===== src/rtl/frankie_pkg.sv =====
// Shared encodings for the Frankie control-unit / memory-port interface.
// Holds the MemDst/MemSrc codes, the responder FSM states and the request-legality helper.
// No storage and no flow control; constants and pure functions only.
package frankie_pkg;

    // Address select codes (MemDst)
    localparam logic [2:0] DST_PC      = 3'b000;
    localparam logic [2:0] DST_IMM     = 3'b001;
    localparam logic [2:0] DST_SHELLEY = 3'b011;
    localparam logic [2:0] DST_PUSH    = 3'b100;
    localparam logic [2:0] DST_PEEK    = 3'b101;
    localparam logic [2:0] DST_POP     = 3'b110;

    // Write data select codes (MemSrc)
    localparam logic [1:0] SRC_MARY    = 2'b00;
    localparam logic [1:0] SRC_SHELLEY = 2'b01;
    localparam logic [1:0] SRC_RA      = 2'b10;
    localparam logic [1:0] SRC_IMM     = 2'b11;

    // Responder FSM states
    localparam logic [1:0] ST_IDLE = 2'd0;
    localparam logic [1:0] ST_REQ  = 2'd1;
    localparam logic [1:0] ST_DONE = 2'd2;

    // Encoding-level legality only; stack bounds depend on SP and are checked by the caller.
    // PC and the peek/pop slots are read-only, push is write-only, 010/111 are unassigned.
    function automatic logic dst_illegal(input logic [2:0] dst, input logic we);
        logic bad;
        case (dst)
            DST_PC, DST_PEEK, DST_POP: bad = we;
            DST_PUSH:                  bad = !we;
            DST_IMM, DST_SHELLEY:      bad = 1'b0;
            default:                   bad = 1'b1;
        endcase
        return bad;
    endfunction

endpackage


===== src/rtl/mem_req_timer.sv =====
// Counts cycles spent waiting in REQ and flags the last permitted cycle.
// expired is combinational from the count; the count clears on the cycle before REQ is entered.
// No backpressure; it only observes run/clear.
module mem_req_timer #(
    parameter int TIMEOUT = 15
) (
    input  logic clk,
    input  logic rst_n,
    input  logic clear,
    input  logic run,
    output logic expired
);
    localparam int CW = $clog2(TIMEOUT + 1);

    logic [CW-1:0] cnt;

    // Count REQ cycles; restarting from zero each time a new request is launched.
    always_ff @(posedge clk or negedge rst_n) begin
        if (!rst_n) begin
            cnt <= '0;
        end else if (clear) begin
            cnt <= '0;
        end else if (run) begin
            cnt <= cnt + 1'b1;
        end
    end

    // First REQ cycle sees cnt=0, so the TIMEOUT-th REQ cycle is the last one allowed.
    assign expired = run && (cnt == CW'(TIMEOUT - 1));

endmodule


===== src/rtl/mem_port_responder.sv =====
// Memory-strobe responder: latches a control-unit request, runs one req/ack RAM transaction, reports done/fault/timeout.
// Latency: MemStart in cycle t -> MemDone in t+2 with a zero-wait RAM; illegal requests finish at t+1 without touching RAM.
// Backpressure: MemBusy stalls the control unit from MemStart until the DONE cycle; MemStart outside IDLE is ignored.
module mem_port_responder
    import frankie_pkg::*;
#(
    parameter int                DATA_W      = 16,
    parameter int                IMM_W       = 11,
    parameter logic [DATA_W-1:0] STACK_BASE  = 16'hFFFE,
    parameter logic [DATA_W-1:0] STACK_LIMIT = 16'hF000,
    parameter int                TIMEOUT     = 15
) (
    input  logic              CLK,
    input  logic              Reset,
    input  logic              MemStart,
    input  logic              MemWrite,
    input  logic [2:0]        MemDst,
    input  logic [1:0]        MemSrc,
    input  logic [DATA_W-1:0] PC,
    input  logic [DATA_W-1:0] Shelley,
    input  logic [DATA_W-1:0] Mary,
    input  logic [DATA_W-1:0] RA,
    input  logic [DATA_W-1:0] SP,
    input  logic [IMM_W-1:0]  Imm,
    output logic              MemBusy,
    output logic              MemDone,
    output logic [DATA_W-1:0] MemData,
    output logic              MemFault,
    output logic              MemTimeout,
    output logic              ram_req,
    output logic              ram_we,
    output logic [DATA_W-1:0] ram_addr,
    output logic [DATA_W-1:0] ram_wdata,
    input  logic [DATA_W-1:0] ram_rdata,
    input  logic              ram_ack
);
    logic [1:0]        state;
    logic [DATA_W-1:0] imm_ext;
    logic [DATA_W:0]   push_ext;
    logic [DATA_W-1:0] push_addr;
    logic [DATA_W-1:0] addr_sel;
    logic [DATA_W-1:0] wdata_sel;
    logic              illegal;
    logic              accept;
    logic              timer_expired;

    assign imm_ext   = {{(DATA_W - IMM_W){1'b0}}, Imm};
    // One extra bit keeps the borrow of SP-1, so SP=0 is seen as below the limit rather than wrapping to the top.
    assign push_ext  = {1'b0, SP} - {{DATA_W{1'b0}}, 1'b1};
    assign push_addr = push_ext[DATA_W-1:0];
    assign accept    = (state == ST_IDLE) && MemStart;

    // Address select from the architectural registers.
    always_comb begin
        addr_sel = '0;
        case (MemDst)
            DST_PC:            addr_sel = PC;
            DST_IMM:           addr_sel = imm_ext;
            DST_SHELLEY:       addr_sel = Shelley;
            DST_PUSH:          addr_sel = push_addr;
            DST_PEEK, DST_POP: addr_sel = SP;
            default:           addr_sel = '0;
        endcase
    end

    // Write data select.
    always_comb begin
        wdata_sel = Mary;
        case (MemSrc)
            SRC_MARY:    wdata_sel = Mary;
            SRC_SHELLEY: wdata_sel = Shelley;
            SRC_RA:      wdata_sel = RA;
            SRC_IMM:     wdata_sel = imm_ext;
            default:     wdata_sel = Mary;
        endcase
    end

    // Illegal encodings plus stack overflow (push below limit) and underflow (peek/pop of an empty stack).
    always_comb begin
        illegal = dst_illegal(MemDst, MemWrite);
        if (MemDst == DST_PUSH && (push_ext[DATA_W] || push_addr < STACK_LIMIT)) begin
            illegal = 1'b1;
        end
        if ((MemDst == DST_PEEK || MemDst == DST_POP) && SP >= STACK_BASE) begin
            illegal = 1'b1;
        end
    end

    // Stall while a request is being taken or is outstanding; released in DONE so the
    // control unit advances on the edge that returns us to IDLE.
    assign MemBusy = accept || (state == ST_REQ);

    mem_req_timer #(
        .TIMEOUT (TIMEOUT)
    ) u_timer (
        .clk     (CLK),
        .rst_n   (Reset),
        .clear   (accept && !illegal),
        .run     (state == ST_REQ),
        .expired (timer_expired)
    );

    // Transaction FSM and all registered outputs.
    always_ff @(posedge CLK or negedge Reset) begin
        if (!Reset) begin
            state      <= ST_IDLE;
            MemDone    <= 1'b0;
            MemData    <= '0;
            MemFault   <= 1'b0;
            MemTimeout <= 1'b0;
            ram_req    <= 1'b0;
            ram_we     <= 1'b0;
            ram_addr   <= '0;
            ram_wdata  <= '0;
        end else begin
            MemDone <= 1'b0;
            case (state)
                ST_IDLE: begin
                    if (MemStart) begin
                        if (illegal) begin
                            state    <= ST_DONE;
                            MemFault <= 1'b1;
                            MemDone  <= 1'b1;
                        end else begin
                            state     <= ST_REQ;
                            ram_req   <= 1'b1;
                            ram_we    <= MemWrite;
                            ram_addr  <= addr_sel;
                            ram_wdata <= wdata_sel;
                        end
                    end
                end
                ST_REQ: begin
                    // An ack on the last permitted cycle still completes normally.
                    if (ram_ack) begin
                        if (!ram_we) begin
                            MemData <= ram_rdata;
                        end
                        ram_req <= 1'b0;
                        state   <= ST_DONE;
                        MemDone <= 1'b1;
                    end else if (timer_expired) begin
                        MemTimeout <= 1'b1;
                        MemData    <= '0;
                        ram_req    <= 1'b0;
                        state      <= ST_DONE;
                        MemDone    <= 1'b1;
                    end
                end
                ST_DONE: begin
                    state <= ST_IDLE;
                end
                default: begin
                    state   <= ST_IDLE;
                    ram_req <= 1'b0;
                end
            endcase
        end
    end

endmodule


===== config.mk =====
export PLATFORM = sky130hd
export DESIGN_NAME = mem_port_responder
export DESIGN_NICKNAME = d
export VERILOG_FILES = /design/src/rtl/frankie_pkg.sv /design/src/rtl/mem_req_timer.sv /design/src/rtl/mem_port_responder.sv
export SDC_FILE = /design/constraint.sdc
export NUM_CORES = 1
export LEC_CHECK = 0
export ABC_AREA = 0
export CORE_MARGIN = 4
export CORE_UTILIZATION = 47
export CTS_BUF_LIST = sky130_fd_sc_hd__clkbuf_2
export DETAILED_ROUTE_END_ITERATION = 10
export PLACE_DENSITY = 0.89
export SLEW_MARGIN = 25
export SYNTH_ARGS = -nofsm -noshare
export SYNTH_HDL_FRONTEND = slang
export SYNTH_SLANG_ARGS = --single-unit
export TNS_END_PERCENT = 10

===== constraint.sdc =====
create_clock -name CLK -period 3.7 [get_ports CLK]
set_clock_uncertainty 0.05 [all_clocks]
set_input_delay 0.555 -clock CLK [delete_from_list [all_inputs] [get_ports CLK]]
set_output_delay 0.555 -clock CLK [all_outputs]
set_load 0.02 [all_outputs]

==> summary.txt <==
Run status
  – Status: finished, final reports clean

Timing
  – Setup-failing EPs final: 0
  – Slew @ Worst Pin: 1050 ps
  – Final Hold Vio Count: 0
  – RSZ-0062 raised after global routing: no
  – Worst slew margin: 29.72%
  – Fmax: 317.8 MHz
  – Crit path time final: 3147 ps
  – Final setup TNS: 0 ps
  – Fin. max-slew vios: 0
  – Period utilisation layout: 85.05%

Synthesis
  – Synth area leaders: dfrtp_1, mux2_2, mux4_2
  – Ys Warns: 0
  – Post-synth top area cell: dfrtp_1
  – Cell area after synthesis: 3802 um2
  – Top cell type's share of synthesized area: 38.83%
  – Yosys cell types: 50
  – Synthesized instance count: 387
  – Post-synth EDFFs: 0
  – Number of synthesized register bits: 59
  – Synth Area per Inst: 9.825 um2
  – Ys flop type: dfrtp_1
  – Syn nets: 508
  – Ys async rst share: 100.0%
  – Sequential fraction of the synthesis area: 38.83%

Floorplanning
  – CORE AREA: 7807 um2
  – Initial Util: 48.70%
  – IO Pins: 171
  – Die X: 97.95 um
  – Die area: 9593 um2
  – Site row count: 32
  – Die height: 97.95 um

GRT
  – Gr usage total: 27.19%
  – Via count of the first global-routing pass: 3886
  – Global-route wire length before repair: 20780 um
  – Total gr overflow: 0
  – Pin count of the biggest net entering global routing: 39
  – Initial antenna violation count: 0

Clocking
  – Worst-skew pair later-pin latency: 540 ps
  – Root Buffer: clkbuf_2
  – Post-cts resize count: 0
  – CTS Hold Bufs: 1
  – CTS tree: yes
  – CTS Buf Count: 9
  – Setup Buffers After CTS: 0
  – H-tree Lvls: 3
  – Clock sinks: 59
  – Max Buffers Root-to-Sink: 2
  – Reg clk slew, reported paths: 180 ps

Final layout
  – Post-Layout Cell Count: 661
  – Register area: 1476 um2
  – Footprint of the multi-input gates: 2158 um2
  – Nets: 675
  – Fin area: 5806 um2
  – Synth-to-layout area growth: 52.68%
  – Ratio of cells with drive above 1 in the final layout: 16.10%
  – Ant. Diodes: 0
  – Fillers: 538

Pwr
  – Worst VDD drop: 0.2489 mV
  – Leakage power: 0.002326 uW
  – Pwr dens: 563.7 nW/um2

Placement
  – Dpl hpwl: 10220 um
  – Number of I/O port buffers: 170
  – Placed cell areas: 5627 um2
  – Placed insts: 644
  – GP Congestion: 0.9321

Min path
  – Hold-critical path depth: 1
  – Worst hold endpoint: MemFault
  – Hold path startpoint: MemFault
  – Hold crit path type: reg -> reg

Setup path
  – Critical Path AT: 3520 ps
  – R2r endpoint: MemData[11]
  – Crit. Startpoint: SP[0]
  – R2r worst-path depth: 6
  – R2R Setup Slk: 1590 ps
  – Kind of critical path: in -> reg
  – Worst Path Max Fanout: 20
  – Worst R2R Start: u_timer.cnt[0]
  – CP Data Required Time: 4080 ps
  – Crit start category: input pin
  – Critical path capture point type: flop

Routing
  – Initial DRC Count: 277
  – DRC Markers: 0
  – Via count: 3818
  – Vias/cell: 5.776
  – Total Routed Length: 13050 um
  – WL/cell: 19.75 um
  – DR pass1 iterations: 6
  – Final ANT Viol Nets: 0

Run
  – Max Cap Viol: 0
logic make-up after synthesis:
logic type	share of synthesized area [%]
adder cells (fa/ha/maj)	1.316
buffers and inverters	4.573
multiplexers	20.76
AO/OA/AOI/OAI	17.34
AND/OR/NAND/NOR	15.56
flip-flops	38.83
XOR/XNOR	1.612
state kept, by name, summed over array words and instances (netlist names), 2 cells and up:
name,flops
MemData,16
ram_addr,16
ram_wdata,16
state,2
u_timer.cnt,4
layer usage:
| layer | GRT usage (%) | vias to the layer above | share of wire, % | wire length (um) |
|---|---|---|---|---|
| li1 | - | 1768 | - | - |
| met1 | 35.07 | 1851 | 40 | 5213 |
| met2 | 47.43 | 181 | 51 | 6630 |
| met3 | 3.571 | 18 | 7.4 | 968 |
| met4 | 8.520 | 0 | 1.8 | 240 |
| met5 | 0 | - | 0 | 0 |
worst max-delay path by stage:
stage	endpoint	slack [ps]	cells past startpoint
floorplan	ram_addr[12]	780	10
global placement	ram_wdata[13]	160	10
detailed placement	ram_wdata[9]	40	10
CTS	ram_wdata[8]	590	10
global route	ram_wdata[8]	510	10
finish	ram_wdata[8]	550	10
power by group:
| part | switching [uW] | internal (uW) |
|---|---|---|
| sequential | 172 | 927 |
| clock | 280 | 295 |
| combinational | 764 | 834 |
worst max-delay path, stage by stage:
cell             delay [ps]
clkdlybuf4s50_1         470
inv_1                   140
ha_1                    230
or4b_1                  570
or3_1                   410
a21oi_1                 170
a311oi_2                 80
nor3_4                  310
buf_12                  220
mux2_2                  370
metrics by stage:
stage	total power [uW]	setup slack, ps	hold slack, ps	util (%)
detailed placement	2711	38.46	401.9	72.07
global placement	2655	162.8	400.9	72.07
finish	3273	553.3	436.6	74.36
CTS	3290	592.7	440.6	74.36
floorplan	1854	777.9	209.4	-
global route	3439	505.4	485.3	74.36
cell usage after synthesis, types with 2 or more instances:
library cell,number
dfrtp_1,59
nand2_1,55
mux2_2,37
o21ai_0,36
clkbuf_1,20
nor2_1,16
a21oi_1,12
inv_1,12
mux4_2,11
a22oi_1,8
mux2i_1,8
a221oi_1,7
nor2b_1,7
nand3_1,6
nor3_1,6
or3_1,6
o211ai_1,5
o221ai_1,5
a31oi_1,4
ha_1,4
nand4_1,4
or4_1,4
xnor2_1,4
a21o_1,3
buf_1,3
mux2_4,3
nand2b_1,3
nor4_1,3
o21bai_1,3
o22ai_1,3
o311ai_0,3
xor2_1,3
a31o_2,2
a32oi_1,2
and2_1,2
buf_4,2
buf_6,2
or4_4,2
placed cells by master (no fill, tap or decap), drive strengths merged, types with 11 or more instances in the layout:
master / n
buf: 14
o21ai: 36
nand2: 55
mux2: 40
dfrtp: 59
inv: 13
a21oi: 12
mux4: 11
nor2: 16
clkdlybuf4s50: 169
cell type report:
type	instances	share of cell area, %
sequential	59	25.43
timing repair buffer	184	31.51
multi-input combinational	288	37.18
clock inverter	7	2.134
tap	102	2.198
inverter	12	0.7759
clock buffer	9	0.7759
Note: power is estimated with default switching activity, not from simulation.
